## config.mk

```make
export PLATFORM = sky130hd
export DESIGN_NAME = adder_scheduler
export DESIGN_NICKNAME = d
export VERILOG_FILES = /design/src/rtl/adder_sched_pkg.sv /design/src/rtl/adder_10bit.sv /design/src/rtl/adder_scheduler.sv
export SDC_FILE = /design/constraint.sdc
export NUM_CORES = 1
export LEC_CHECK = 0
export ABC_AREA = 1
export CAP_MARGIN = 5
export CELL_PAD_IN_SITES_DETAIL_PLACEMENT = 0
export CELL_PAD_IN_SITES_GLOBAL_PLACEMENT = 2
export CORE_MARGIN = 2
export CORE_UTILIZATION = 24
export CTS_BUF_LIST = sky130_fd_sc_hd__clkbuf_2 sky130_fd_sc_hd__clkbuf_4 sky130_fd_sc_hd__clkbuf_8
export CTS_CLUSTER_DIAMETER = 80
export CTS_CLUSTER_SIZE = 16
export DETAILED_ROUTE_END_ITERATION = 8
export PLACE_DENSITY_LB_ADDON = 0.1
export SYNTH_ARGS = -nofsm -noshare
export SYNTH_HDL_FRONTEND = slang
export SYNTH_SLANG_ARGS = --single-unit
```

## constraint.sdc

```tcl
create_clock -name clk -period 2.3 [get_ports clk]
set_clock_uncertainty 0.1 [all_clocks]
set_input_delay 0.46 -clock clk [delete_from_list [all_inputs] [get_ports clk]]
set_output_delay 0.46 -clock clk [all_outputs]
set_load 0.01 [all_outputs]
```

## src/rtl/adder_sched_pkg.sv

```systemverilog
// adder_sched_pkg: shared widths and FSM state type for the adder scheduler
package adder_sched_pkg;
  localparam int OP_W = 10;
  localparam int SUM_W = 11;
  typedef enum logic [1:0] {IDLE, CALC, HOLD} state_e;
endpackage

```

## src/rtl/adder_10bit.sv

```systemverilog
// adder_10bit: unsigned 10-bit adder with carry-out in the top sum bit
module adder_10bit
  import adder_sched_pkg::*;
(
  input  logic [OP_W-1:0]  a,
  input  logic [OP_W-1:0]  b,
  output logic [SUM_W-1:0] sum
);
  assign sum = SUM_W'(a) + SUM_W'(b);
endmodule

```

## src/rtl/adder_scheduler.sv

```systemverilog
// adder_scheduler: round-robin sharing of one 10-bit adder among N_REQ requesters
module adder_scheduler
  import adder_sched_pkg::*;
#(
  parameter int N_REQ = 4,
  parameter int ID_W  = 2
) (
  input  logic                   clk,
  input  logic                   rst,
  input  logic [N_REQ-1:0]       req_valid,
  input  logic [N_REQ*OP_W-1:0]  req_a,
  input  logic [N_REQ*OP_W-1:0]  req_b,
  output logic [N_REQ-1:0]       req_ready,
  output logic                   rsp_valid,
  output logic [SUM_W-1:0]       rsp_sum,
  output logic [ID_W-1:0]        rsp_id,
  input  logic                   rsp_ready,
  output logic                   busy
);
  state_e state_q, state_d;
  logic [ID_W-1:0] ptr_q, ptr_d, id_q, id_d, gnt_id, idx;
  logic [OP_W-1:0] a_q, a_d, b_q, b_d;
  logic [SUM_W-1:0] sum_q, sum_d, add_sum;
  logic [OP_W-1:0] a_arr [N_REQ];
  logic [OP_W-1:0] b_arr [N_REQ];
  logic grant;
  for (genvar i = 0; i < N_REQ; i++) begin : g_unpack
    assign a_arr[i] = req_a[i*OP_W +: OP_W];
    assign b_arr[i] = req_b[i*OP_W +: OP_W];
  end
  adder_10bit u_add (.a(a_q), .b(b_q), .sum(add_sum));
  // Round-robin pick: scan backwards from ptr so the nearest valid requester is assigned last
  always_comb begin
    gnt_id = '0;
    idx = '0;
    for (int k = N_REQ - 1; k >= 0; k--) begin
      idx = ID_W'((int'(ptr_q) + k) % N_REQ);
      if (req_valid[idx]) gnt_id = idx;
    end
  end
  assign grant     = !rst && state_q == IDLE && |req_valid;
  assign req_ready = grant ? N_REQ'(1) << gnt_id : '0;
  assign rsp_valid = state_q == HOLD;
  assign rsp_sum   = sum_q;
  assign rsp_id    = id_q;
  assign busy      = state_q != IDLE;
  // Next state: latch winner in IDLE, capture adder result in CALC, wait for consumer in HOLD
  always_comb begin
    state_d = state_q;
    ptr_d   = ptr_q;
    id_d    = id_q;
    a_d     = a_q;
    b_d     = b_q;
    sum_d   = sum_q;
    unique case (state_q)
      IDLE: if (grant) begin
        state_d = CALC;
        ptr_d   = gnt_id == ID_W'(N_REQ - 1) ? '0 : gnt_id + 1'b1;
        id_d    = gnt_id;
        a_d     = a_arr[gnt_id];
        b_d     = b_arr[gnt_id];
      end
      CALC: begin
        sum_d   = add_sum;
        state_d = HOLD;
      end
      HOLD: state_d = rsp_ready ? IDLE : HOLD;
      default: state_d = IDLE;
    endcase
  end
  // State and datapath registers; reset aborts any operation in flight
  always_ff @(posedge clk or posedge rst) begin
    if (rst) begin
      state_q <= IDLE;
      ptr_q   <= '0;
      id_q    <= '0;
      a_q     <= '0;
      b_q     <= '0;
      sum_q   <= '0;
    end else begin
      state_q <= state_d;
      ptr_q   <= ptr_d;
      id_q    <= id_d;
      a_q     <= a_d;
      b_q     <= b_d;
      sum_q   <= sum_d;
    end
  end
endmodule

```

After elaboration in Yosys (flattened, before gate mapping). Cells that the tools add are included.

Reduce and logical (&&, ||, !) cells: 7. Multiplexer cells: 23. Bitwise logic cells: 1. Equal/unequal tests: 4. $add $sub $neg: 5. Shift-type cells: 1. Order comparisons: 5.

Operators with widths (number): binary-select mux 10 bit (select 2 bit) (2); two-way mux 10 bit (4); two-way mux 2 bit (7); less-than comparator 2 x 3 -> 1 bit (second input constant) (4); adder 10 x 10 -> 11 bit (1); binary-select mux 1 bit (select 2 bit) (4); case mux 2 bit (3 select lines) (1); adder 2 x 1 -> 2 bit (second input constant) (2); adder 2 bit (second input constant) (2); equality test 2 bit (second input constant) (2); two-way mux 1 bit (4); two-way mux 4 bit (1); OR reduction 4 bit (1); << shifter 1 x 2 -> 4 bit (first input constant) (1); >= comparator 3 bit (second input constant) (1); NOT 2 -> 3 bit (1); equality test 2 x 1 -> 1 bit (second input constant) (1); logical AND 1 bit (2); logical NOT 2 bit (1); inequality test 2 bit (second input constant) (1); AND reduction 2 bit (1); nonzero test 2 bit (1); logical NOT 1 bit (1).

Bits in registers: 37. Output and inout port bits: 19. Bits of input ports: 87.

Longest topological paths before layout.
Word-level depth: 11. Mapped depth: 15. Gate-level depth less buffers: 13.

Modules after synthesis. From an unflattened synthesis, not the netlist that was laid out.

Cell total of the unflattened synthesis: 508. Area total of the unflattened synthesis: 3131.8 um^2.

By module, submodules not included: adder_scheduler (seq. area each 925.9 um^2, area each 2637.5 um^2, cells each 419, instances 1); adder_10bit (seq. area each 0.0 um^2, area each 494.2 um^2, cells each 89, instances 1).

Worst setup path before layout. No wires, ideal clock.

Kind: register to output. From: register ptr_q[0]. To: output port req_ready[3]. Setup slack: 0.100 ns. Arrival time: 1.640 ns. Required time: 1.740 ns. Stages on the path, launching flop included: 13. Cell sequence: dfrtp_1 > buf_4 > inv_2 > nand2_1 > nor2_1 > nor2_2 > nand2_1 > inv_2 > a31oi_1 > buf_2 > ha_1 > inv_1 > nor2_1.

Word-level cells in the longest chain between the ends: 9. Elaborated cells on any way between the ends: 17.

RTL lines: start: declaration (line adder_scheduler.sv:21) `logic [ID_W-1:0] ptr_q, ptr_d, id_q, id_d, gnt_id, idx;`; start signal: assignment (line adder_scheduler.sv:82) `ptr_q <= ptr_d;`; adder 2 bit (line adder_scheduler.sv:37) `idx = ID_W'((int'(ptr_q) + k) % N_REQ);`; binary-select mux 1 bit (select 2 bit) (line adder_scheduler.sv:38) `if (req_valid[idx]) gnt_id = idx;`; two-way mux 1 bit (implied by the code) (line adder_scheduler.sv:38); two-way mux 2 bit (3 in a row) (line adder_scheduler.sv:38); two-way mux 2 bit (*) (line adder_scheduler.sv:38); via gnt_id[1] (line adder_scheduler.sv:21); << shifter 1 x 2 -> 4 bit (*) (line adder_scheduler.sv:42) `assign req_ready = grant ? N_REQ'(1) << gnt_id : '0;`; two-way mux 4 bit (*) (line adder_scheduler.sv:42); end: declaration (line adder_scheduler.sv:13) `output logic [N_REQ-1:0] req_ready,`.

The timed path passes the listed nets; every way through them passes the cells marked *. The select of a mux whose other input is x is not followed.

Final worst setup path.
From: register ptr_q[0]. To: output port req_ready[2].

Word-level cells in the longest chain between the ends: 9. Elaborated cells on any way between the ends: 17.

RTL lines (line): adder 2 bit (adder_scheduler.sv:37); binary-select mux 1 bit (select 2 bit) (adder_scheduler.sv:38); two-way mux 1 bit (implied by the code) (adder_scheduler.sv:38); two-way mux 2 bit (3 in a row) (adder_scheduler.sv:38); two-way mux 2 bit (*) (adder_scheduler.sv:38); << shifter 1 x 2 -> 4 bit (*) (adder_scheduler.sv:42); two-way mux 4 bit (*) (adder_scheduler.sv:42).

Every way passes the cells marked *; elsewhere a longest branch is shown, timed or not. The select of a mux whose other input is x is not followed.

==> results.txt <==
The congestion estimate from routability-driven global placement came to 0.756. The areal power density over the cells was 1410 mW/mm^2; the antenna diode instance count was 0. Among cell families on the critical path, the largest total delay comes from buffers and inverters. The layout overhead on the synthesized area was 56.2%; the final net count was 744. Clock slew at the register clock pins of the worst setup and hold paths: 80 ps.

The run gives 0.065 as the clock network fraction of design power. At the pin with the least slew margin, the transition time is 472 ps. VDD sags by at most 0.743 mV. The static leakage is 2.62 nW, and the delay of the slowest cell on the worst path is 470 ps.

The share of post-route cells with drive strength above 1 is 0.146. Worst slew slack as a fraction of its limit: 0.685. The largest fanout on the critical path is 5, and the number of maximum-capacitance violations is 0. Data arrives at the worst endpoint at 2000 ps. 106 I/O pins were placed. The met3 demand-to-capacity share in global routing is 0.0271. The H-tree depth was 2. The tools report the total global-route track usage as 0.143. The met2 capacity usage during global routing is 0.225, and the number of DRC violations after detailed-routing iteration 0 is 135.

The cell that appears most often on the critical path is buf_6. The routed layout has 3461 vias. The hold violation count in the final report is 0. The count of nets left with antenna violations once routing finished came out at 0. Counting both buffers and inverters, the worst setup path holds a total of 5. For the area taken by multi-input logic gates, the log shows 0.00189 mm^2. The critical path goes through inv_4, buf_6, nand2_4, nand3_4, nand3b_1, a31oi_4, buf_6, ha_4, inv_2, nor2_2, buf_2. Static timing analysis puts the maximum clock frequency at 0.390 GHz. Prior to clock tree synthesis, the placed netlist has a worst setup slack of -949 ps. The count of final max-slew check failures is 0. The run gives 0.172 as the sequential group share of total power. The starting density of the core is 0.246. The busiest layer in global routing was met2.

Averaged over all synthesized cells, the footprint is 6.04 um^2. The post-layout worst setup margin was -263 ps. In this run the clock root is driven by a clkbuf_8. Combined flip-flop and latch cell area: 927 um^2. The first detailed-routing pass took 4 iterations. The clock sink count is 37, and the post-route clock period utilization is 1.11.

The run gives 2 as the number of buffers between clock root and the deepest sink. For the combined area of all synthesized cells, the log shows 0.00312 mm^2. The kind of critical path is register to output pin.

Adding up every negative setup slack in the final design gives -1200 ps. The sequential-to-total area share from yosys stat came out at 0.297. The via count of the first global-routing pass came out at 3479. The pin count of the biggest net entering global routing came out at 41. Internal portion of total power: 3.38 mW. Counting flops and latches in the post-synthesis netlist gives 37. The synthesized netlist net count is 619. Global routing finished with a remaining overflow of 0. STA classifies the critical path startpoint as a register. The chip height was 118 um.

For the count of hold-fix buffers inserted at cts, the log shows 0. The unique cell type count in the Yosys netlist was 32; the global-route wire length before repair was 16500 um. TritonCTS built the clock tree. In the final routed layout, each cell accounts on average for 12.2 um. Count of input and output buffers: 105.

The share of total power in combinational logic is 0.763. The final reports fail on setup timing. The number of setup violations in the final report is 6. The floorplan step defined a die boundary enclosing 0.0139 mm^2.

The smallest clock period supported by the final layout is computed as 2560 ps. The core region is 0.0127 mm^2. The final core utilization is 0.385, and the fraction of met1 tracks used by global routing is 0.202.

The flow ran to the end, but the final reports show violations. STA classifies the critical path endpoint as an output pin. Buffers inserted during clock tree synthesis total 5. The type of the worst min-delay path was register to register.

Summed over all nets, the switching power comes to 3.47 mW. The half-perimeter wire length after placement was 7380 um; the switching share of power was 0.506. In this run the core area contains 41 standard-cell rows. Counting the fill cells in the layout gives 1383. For this block, the routed nets add up to 9920 um of wire.

Measured along the x axis, the die boundary spans 118 um. The total number of yosys warnings came out at 0. The cell with the largest stage delay on the worst path was dfrtp_2. The clock reaches the later pin of the worst-skew pair after 290 ps. The tools report the number of antenna violations at the first check in global routing as 0. Dividing the detail-routed via count by the number of cells gives 4.25. In the routed design, unresolved DRC markers number 0.

The endpoint required time on the critical path was 1740 ps. Setup repair after global routing could not meet its margin everywhere. For the synthesized instance count, the log shows 517.
[what timing repair did]
action / in CTS / in global routing
setup buffers: 18 / 3
endpoints found under the setup margin: 15 / 26
gates cloned: 0 / 0
pin swaps: 21 / 7
resized for setup: 77 / 9
[cell type report]
cell class / instances / area share
tap: 172 / 0.0441
clock buffer: 6 / 0.0157
sequential: 37 / 0.190
inverter: 114 / 0.0893
multi-input combinational: 344 / 0.388
timing repair buffer: 140 / 0.271
clock inverter: 2 / 0.00205
[cells in the mapped netlist]
library cell	number	area, um^2
nand2b_1	1	6.26
nor3_1	5	25.0
o21ai_0	13	65.1
nor3_2	1	10.0
or2_2	1	6.26
xor2_1	2	17.5
inv_2	6	22.5
buf_4	5	37.5
ha_1	14	175
nor2_2	1	6.26
a211oi_1	1	7.51
nor2_1	13	48.8
o21a_1	1	7.51
a21oi_1	7	35.0
nand3_2	1	10.0
buf_2	12	60.1
nand3b_1	1	7.51
a21boi_1	1	7.51
fa_1	1	20.0
a31oi_1	2	12.5
nand4_1	1	6.26
o21bai_1	1	7.51
o22ai_1	1	6.26
nand2_1	176	661
o21ai_1	1	5.00
clkbuf_1	5	18.8
inv_1	108	405
nand2_2	1	6.26
nor4_1	1	6.26
o2111ai_1	1	8.76
nand3_1	95	475
dfrtp_1	37	926
[per-stage QoR]
step	area (um^2)	cells	hold WS, ps	total power [mW]
floorplan	3120	517	353	4.16
global placement	4410	789	362	5.57
detailed placement	4410	789	365	5.56
CTS	4820	813	384	6.78
global route	4870	815	412	7.65
finish	4870	815	381	6.86
[cells in the final DEF (no fill, tap or decap), drive strengths merged, types with 2 or more instances in the layout]
cell type	instances
xor2	2
a31oi	2
nand2	177
buf	39
nor2	14
nand3	96
a21oi	7
ha	14
o21ai	14
clkinv	2
clkdlybuf4s50	97
dlygate4sd2	4
clkbuf	6
dfrtp	37
inv	114
nor3	6
[tightest hold or removal path, cell delays in order (launching register included)]
cell,delay (ps)
dfrtp_1,350
nand2_1,50
nand2_1,50
[routing by layer]
layer / vias to the layer above / routed length [um]
met3: 5 / 544
met2: 86 / 4400
met5: - / 0
met1: 1542 / 4890
li1: 1828 / -
met4: 0 / 84
[logic make-up after synthesis]
| group | after synthesis | share of synthesized area |
|---|---|---|
| AO/OA/AOI/OAI | 29 | 0.0521 |
| XOR/XNOR | 2 | 0.00561 |
| adder cells (fa/ha/maj) | 15 | 0.0626 |
| buffers and inverters | 136 | 0.174 |
| flip-flops | 37 | 0.297 |
| AND/OR/NAND/NOR | 298 | 0.409 |
[final timing paths]
kind                       slack [ps]        start      endpoint  cells past startpoint
setup reg to reg                 -180     ptr_q[0]      ptr_q[0]                     18
max in group asynchronous        1210          rst      ptr_q[0]                      3
hold reg to reg                   380  rsp_sum[10]   rsp_sum[10]                      2
min in group asynchronous         550          rst        a_q[0]                      3
hold / removal                    380  rsp_sum[10]   rsp_sum[10]                      2
setup / recovery                 -260     ptr_q[0]  req_ready[2]                     11
[flip-flops by register name, indices dropped and copies added (netlist names)]
signal,count
state_q,2
rsp_id,2
a_q,10
rsp_sum,11
ptr_q,2
b_q,10
[power groups by stage]
stage | sequential, mW | combinational, mW | clock (mW)
final | 1.18 | 5.23 | 0.447
after CTS | 1.18 | 5.13 | 0.466
after floorplan | 1.18 | 2.98 | 0
after global routing | 1.22 | 5.94 | 0.489
after detailed placement | 1.19 | 4.37 | 0
after global placement | 1.18 | 4.39 | 0
Power figures use the tool's default switching activity.
